<file path="config.mk">
export PLATFORM = sky130hd
export DESIGN_NAME = serial_adder
export DESIGN_NICKNAME = d
export VERILOG_FILES = /design/src/rtl/serial_adder.sv
export SDC_FILE = /design/constraint.sdc
export NUM_CORES = 1
export LEC_CHECK = 0
export CORE_ASPECT_RATIO = 2
export CORE_MARGIN = 2
export CORE_UTILIZATION = 25
export CTS_BUF_LIST = sky130_fd_sc_hd__clkbuf_4
export DETAILED_ROUTE_END_ITERATION = 10
export PLACE_DENSITY = 0.49
export SYNTH_ARGS = -nofsm -noshare
export SYNTH_HDL_FRONTEND = slang
export SYNTH_SLANG_ARGS = --single-unit
</file>
<file path="constraint.sdc">
create_clock -name clk -period 1.5 [get_ports clk]
set_input_delay 0.3 -clock clk [delete_from_list [all_inputs] [get_ports clk]]
set_output_delay 0.3 -clock clk [all_outputs]
set_load 0.02 [all_outputs]
</file>
<file path="src/rtl/serial_adder.sv">
// serial_adder
//   Bit-serial WIDTH-bit adder computing a + b + cin, one bit per clock, LSB
//   first. Operands are captured on an accepted start. A full adder is built
//   from two half adders and a carry flop. After WIDTH RUN cycles, a
//   one-cycle done pulse marks sum/cout/ovf as valid. The results then hold
//   through IDLE until the next accepted start.
//
// Ports
//   clk    in   rising-edge clock
//   rst    in   asynchronous active-high reset
//   start  in   begin an addition (only honoured in IDLE)
//   a, b   in   WIDTH-bit operands, captured on the accepting edge
//   cin    in   carry-in, captured on the accepting edge
//   busy   out  high while in RUN
//   done   out  one-cycle pulse, results valid
//   sum    out  a+b+cin modulo 2^WIDTH
//   cout   out  unsigned carry out of the MSB
//   ovf    out  signed two's complement overflow
//
// state | meaning
// IDLE  | waiting for start, previous result held
// RUN   | one bit processed per clock, sum shifting
// DONE  | result valid for exactly one cycle

module serial_adder #(
    parameter int WIDTH = 8
) (
    input  logic             clk,
    input  logic             rst,
    input  logic             start,
    input  logic [WIDTH-1:0] a,
    input  logic [WIDTH-1:0] b,
    input  logic             cin,
    output logic             busy,
    output logic             done,
    output logic [WIDTH-1:0] sum,
    output logic             cout,
    output logic             ovf
);

    localparam int CNT_W = $clog2(WIDTH);
    localparam logic [CNT_W-1:0] CNT_LAST = CNT_W'(WIDTH - 1);

    typedef enum logic [1:0] {
        IDLE = 2'd0,
        RUN  = 2'd1,
        DONE = 2'd2
    } state_t;

    state_t           state;
    logic [WIDTH-1:0] a_sh;
    logic [WIDTH-1:0] b_sh;
    logic             carry;
    logic [CNT_W-1:0] cnt;

    // Full adder from two half adders
    logic ha0_s, ha0_c;
    logic ha1_s, ha1_c;
    logic bit_s, carry_nxt;

    always_comb begin
        ha0_s     = a_sh[0] ^ b_sh[0];
        ha0_c     = a_sh[0] & b_sh[0];
        ha1_s     = ha0_s ^ carry;
        ha1_c     = ha0_s & carry;
        bit_s     = ha1_s;
        carry_nxt = ha0_c | ha1_c;
    end

    always_ff @(posedge clk or posedge rst) begin
        if (rst) begin
            state <= IDLE;
            a_sh  <= '0;
            b_sh  <= '0;
            carry <= 1'b0;
            cnt   <= '0;
            busy  <= 1'b0;
            done  <= 1'b0;
            sum   <= '0;
            cout  <= 1'b0;
            ovf   <= 1'b0;
        end else begin
            case (state)
                IDLE: begin
                    done <= 1'b0;
                    if (start) begin
                        a_sh  <= a;
                        b_sh  <= b;
                        carry <= cin;
                        cnt   <= '0;
                        busy  <= 1'b1;
                        state <= RUN;
                    end
                end

                RUN: begin
                    sum   <= {bit_s, sum[WIDTH-1:1]};
                    a_sh  <= {1'b0, a_sh[WIDTH-1:1]};
                    b_sh  <= {1'b0, b_sh[WIDTH-1:1]};
                    carry <= carry_nxt;
                    if (cnt == CNT_LAST) begin
                        // carry here is the carry into the MSB; carry_nxt is
                        // the carry out, so their XOR is signed overflow.
                        cout  <= carry_nxt;
                        ovf   <= carry ^ carry_nxt;
                        cnt   <= '0;
                        busy  <= 1'b0;
                        done  <= 1'b1;
                        state <= DONE;
                    end else begin
                        cnt <= cnt + 1'b1;
                    end
                end

                DONE: begin
                    done  <= 1'b0;
                    state <= IDLE;
                end

                default: begin
                    busy  <= 1'b0;
                    done  <= 1'b0;
                    state <= IDLE;
                end
            endcase
        end
    end

endmodule

</file>
==> results.sh <==
export IMPL_cts_tree="done"
export IMPL_min_path_type="input pin to asynchronous set/reset pin"
export IMPL_crit_required_ps=1730
export IMPL_cts_resized=12
export IMPL_slew_headroom_pct=71.9
export IMPL_final_antenna_net_count=0
export IMPL_rows=41
export IMPL_cts_sinks=34
export IMPL_critical_path_arrival_ps=1630
export IMPL_hold_viol=0
export IMPL_hold_buffers=0
export IMPL_final_util_pct=33.5
export IMPL_port_buffers=31
export IMPL_synth_avg_cell_area_um2=10.5
export IMPL_final_common_cell="dfrtp_1"
export IMPL_dieArea_mm2=0.00715
export IMPL_layout_common_cells="34 x dfrtp_1, 25 x nand2_1, 19 x clkdlybuf4s50_1"
export IMPL_htree_levels=2
export IMPL_outcome="completed"
export IMPL_fin_area_mm2=0.00210
export IMPL_tightest_slew_ps=422
export IMPL_post_cts_repair_setup_buffers=0
export IMPL_synth_xor_area_share_pct=0.543
export IMPL_clk_latency_ps=330
export IMPL_cts_buffers_inserted=5
export IMPL_postRouteWirelength_mm=3.39
export IMPL_n_antenna_cell=0
export IMPL_p_leak_nw=0.965
export IMPL_fin_skew_ps=9.20
export IMPL_p_total_mw=4.13
export IMPL_die_w_um=60.8
export IMPL_finalCriticalPeriod_ps=1400
export IMPL_clk_pin_slew_ps=100
export IMPL_startpoint_type="flop"
export IMPL_tns_ps=0
export IMPL_place_hpwl_mm=2.37
export IMPL_ys_types=29
export IMPL_fin_nets=212
export IMPL_post_dp_cell_area_mm2=0.00203
export IMPL_grt_ovfl_total=0
export IMPL_rsz0062_at_grt="false"
export IMPL_grt_start_max_net_pins=35
export IMPL_maxCapViolations=0
export IMPL_holdWs_ps=296
export IMPL_fillers=693
export IMPL_syn_area_mm2=0.00161
export IMPL_synth_top_family_by_area="compound AO/OA/AOI/OAI gates"
export IMPL_die_height_um=118
export IMPL_synth_cells=153
export IMPL_maxSlewViolCount=0
export IMPL_vias=1188
export IMPL_drive_gt1_share_pct=12.1
export IMPL_areaGrowthSynthToFinish_pct=29.9
export IMPL_fmax_ghz=0.713
export IMPL_ioPinCount=32
export IMPL_cts_root_buffer="clkbuf_4"
export IMPL_synth_compound_area_share_pct=20.5
export IMPL_path_class="flop to flop"
export IMPL_routedWlPerCell_um=12.3
export IMPL_ir_drop_mv=0.595
export IMPL_synth_fa_ha_area_share_pct=2.79
export IMPL_vias_per_cell=4.30
export IMPL_ys_warn_count=0
export IMPL_ys_seq_elements=34
export IMPL_synthSimpleGateAreaFrac_pct=14.1
export IMPL_end_kind="flop"
export IMPL_fin_crit_sh_pct=93.5
export IMPL_r2r_cells=4
export IMPL_p_per_area_mw_per_mm2=1970
export IMPL_drt_iter0_markers=33
export IMPL_antenna_found_initial=0
export IMPL_syn_num_nets=176
export IMPL_clock_path_buffers=2
export IMPL_drcViolationCount=0
export IMPL_gr_usage_all_layers_pct=11.2
export IMPL_setup_viol_count_final=0
export IMPL_start_util_pct=25.8
export IMPL_crit_fanout=3
export IMPL_synth_mux_area_share_pct=0.698
export IMPL_yosysSeqAreaShare_pct=52.7
export IMPL_core_area_mm2=0.00626
export IMPL_grt_first_pass_wirelength_mm=6.04
export IMPL_dr_pass1_iters=4
export IMPL_gp_congestion=0.701
export IMPL_grt_pass1_vias=1249
## path summary, 6_finish.rpt
kind                                             to                from  slack, ps
worst max-delay path               cout$_DFFE_PP0P_  cnt[0]$_DFFE_PP0P_        100
worst min-delay path             sum[5]$_DFFE_PP0N_                 rst        300
worst max register to register     cout$_DFFE_PP0P_  cnt[0]$_DFFE_PP0P_        100
worst min register to register   sum[0]$_DFFE_PP0N_  sum[0]$_DFFE_PP0N_        480
max in group asynchronous       b_sh[6]$_DFFE_PP0P_                 rst       1020
min in group clk                 sum[0]$_DFFE_PP0N_  sum[0]$_DFFE_PP0N_        480
## worst max-delay path, cell delays in order (launching register included)
cell     delay [ps]
dfrtp_1         430
ha_1            220
ha_1            200
and2_4          150
mux2_1          300
## power breakdown
part	switching (mW)	internal [mW]
sequential	0.265	1.34
combinational	0.964	0.873
clock	0.301	0.390
total	1.53	2.60
## stage by stage
stage	setup slack [ps]	instances
after detailed placement	63.2	268
after global routing	24.6	276
final	97.8	276
after floorplan	118	153
after CTS	80.5	276
after global placement	86.0	268
## logic make-up after synthesis
| family | Yosys count |
|---|---|
| XOR/XNOR | 1 |
| AO/OA/AOI/OAI | 39 |
| adder cells (fa/ha/maj) | 3 |
| AND/OR/NAND/NOR | 51 |
| flip-flops | 34 |
| buffers and inverters | 24 |
| multiplexers | 1 |
## flip-flops by register name, indices dropped and copies added, names as in the netlist
register	flops
done	1
cnt	3
state	2
busy	1
cout	1
ovf	1
a_sh	8
carry	1
b_sh	8
sum	8
## layout make-up
type / instances / area [um^2] / area share (%)
multi-input cells: 95 / 623 / 29.7
flip-flops and latches: 34 / 851 / 40.6
repair buffers: 39 / 380 / 18.1
well taps: 86 / 108 / 5.13
clock buffers: 7 / 52.6 / 2.51
clock inverters: 1 / 30.0 / 1.43
inverters: 14 / 52.6 / 2.51
## layer usage
layer | vias to the layer above | part of all wire [%] | GRT usage, %
met3 | 5 | 3.9 | 2.97
met1 | 563 | 43 | 13.8
li1 | 591 | - | -
met4 | 0 | 2.1 | 4.89
met5 | - | 0 | 0
met2 | 29 | 51 | 17.8
## synth_stat cells
master     n  share of area (%)
dfrtp_1   34                 53
nand2_1   25                5.8
nor2_1    17                4.0
inv_1     14                3.3
o21a_1    13                6.0
a32oi_1   12                6.5
a22o_1     4                2.2
buf_2      4                1.2
buf_6      4                2.8
a21oi_1    3               0.93
ha_1       2                1.6
nand2b_1   2               0.78
nand3b_1   2               0.93
o221a_1    2                1.4
a211oi_2   1               0.78
and2_4     1               0.54
buf_4      1               0.47
buf_8      1               0.93
fa_1       1                1.2
mux2_1     1               0.70
nand2b_4   1               0.85
nor2_2     1               0.39
nor2b_2    1               0.54
nor3_1     1               0.31
o21ba_4    1                1.0
o21bai_1   1               0.47
o22ai_1    1               0.39
o31ai_2    1               0.78
xnor2_1    1               0.54
Power figures use the tool's default switching activity.
==> patch: new RTL, same settings <==
Add an input register stage for `start`, `a`, `b` and `cin`, without a reset; this delays them by one clock. Comments in the files are not updated.
--- a/src/rtl/serial_adder.sv
+++ b/src/rtl/serial_adder.sv
@@ -48,4 +48,16 @@
     } state_t;
 
+    logic start_q;
+    logic [WIDTH-1:0] a_q;
+    logic [WIDTH-1:0] b_q;
+    logic cin_q;
+
+    always_ff @(posedge clk) begin
+        start_q <= start;
+        a_q     <= a;
+        b_q     <= b;
+        cin_q   <= cin;
+    end
+
     state_t           state;
     logic [WIDTH-1:0] a_sh;
@@ -84,8 +96,8 @@
                 IDLE: begin
                     done <= 1'b0;
-                    if (start) begin
-                        a_sh  <= a;
-                        b_sh  <= b;
-                        carry <= cin;
+                    if (start_q) begin
+                        a_sh  <= a_q;
+                        b_sh  <= b_q;
+                        carry <= cin_q;
                         cnt   <= '0;
                         busy  <= 1'b1;
Function: changed (Yosys sat finds a counterexample within 4 cycles, from zero or initial values and one cycle with rst high).
==> patch against the original RTL <==
Register-to-register slack worse by 30 ps; setup slack worse by 34 ps; final area up 16%; sequential cell count up 18; area after synthesis up 19%; fmax down 2.4%; routed wire length up 8.5%; power up 14%; final cell count up 5.8%; die area up 18%; count of clock-buffer cells in the layout down 2; critical endpoint is now sum[5]; highest routed layer unchanged.
==> patch: results <==
[yosys]
synth.avg_cell_area_sq_um = 12.2
yosys-top-cells-area = "dfrtp_1 (44%), dfxtp_1 (19%), o221a_2 (5.3%)"
synth_compound_area_share_pct = 15.4
synthAdderAreaFrac_pct = 2.35
yosys.area_share.xor_xnor_pct = 0.456
synthArstFlopShare_pct = 65.4
ys_ff_latch = 52
syn-num-nets = 180

[layout]
clkCellAreaFrac_pct = 3.30
nMultiInputCombCells = 88
nClkBuffers = 5
fillers = 820
nonClkBufAreaFrac_pct = 15.8
multi_input_area_share_pct = 24.8
sh_seq_area_pct = 49.9
buffers = 41

[drt]
via_per_inst = 4.42
drt-initial-drc-count = 84

[placement]
dp_cells = 282
globalplace.congestion = 0.724
post-place-ws_ps = 59.5
placed_cell_area_sq_um = 2350

[outcome]
status = "complete, no violations"

[timing]
setup_slack_ps = 64.0
finClkSkew_ps = 17.6

[power]
p_per_area_nw_per_um2 = 1940
p_leak_nw = 1.08

[worst_setup_path]
cp-startpoint = "sum[5]"
endpoint = "sum[5]"

[clocking]
clk_latency_ps = 380
cts.reportedPaths.clkPinSlew_ps = 150

[global_routing]
grt_pass1_vias = 1331
grt_use_total_pct = 9.86
[patch: cell count changes after synthesis, moves of 3 or more]
cell      unedited run  this run
o221a_2              0         9
inv_1               14         8
nor2_1              17        12
nand3b_1             2         9
dfxtp_1              0        18
o21a_1              13         5
buf_2                4         1
a32oi_1             12         5
[patch: where the power goes]
part           total (mW)  switching, mW  internal (mW)
Sequential           2.14          0.297           1.84
Combinational        1.78          0.905          0.879
Clock               0.792          0.442          0.349
[patch: what timing repair did]
item / CTS / global route
resized for setup: 12 / 1
buffers inserted: 0 / 1
endpoints found under the setup margin: 12 / 2
[patch: layer usage]
metal	track usage (%)	part of all wire, %	wire length [microns]	vias to the layer above
li1	-	-	-	620
met1	9.78	38	1400	641
met2	17.5	56	2040	23
met3	2.55	3.2	117	6
met4	6.36	3.2	117	0
met5	0	0	0	-
[patch: tightest hold or removal path, stage by stage]
cell and delay (ps):
clkdlybuf4s50_1 390, inv_1 90, buf_12 220
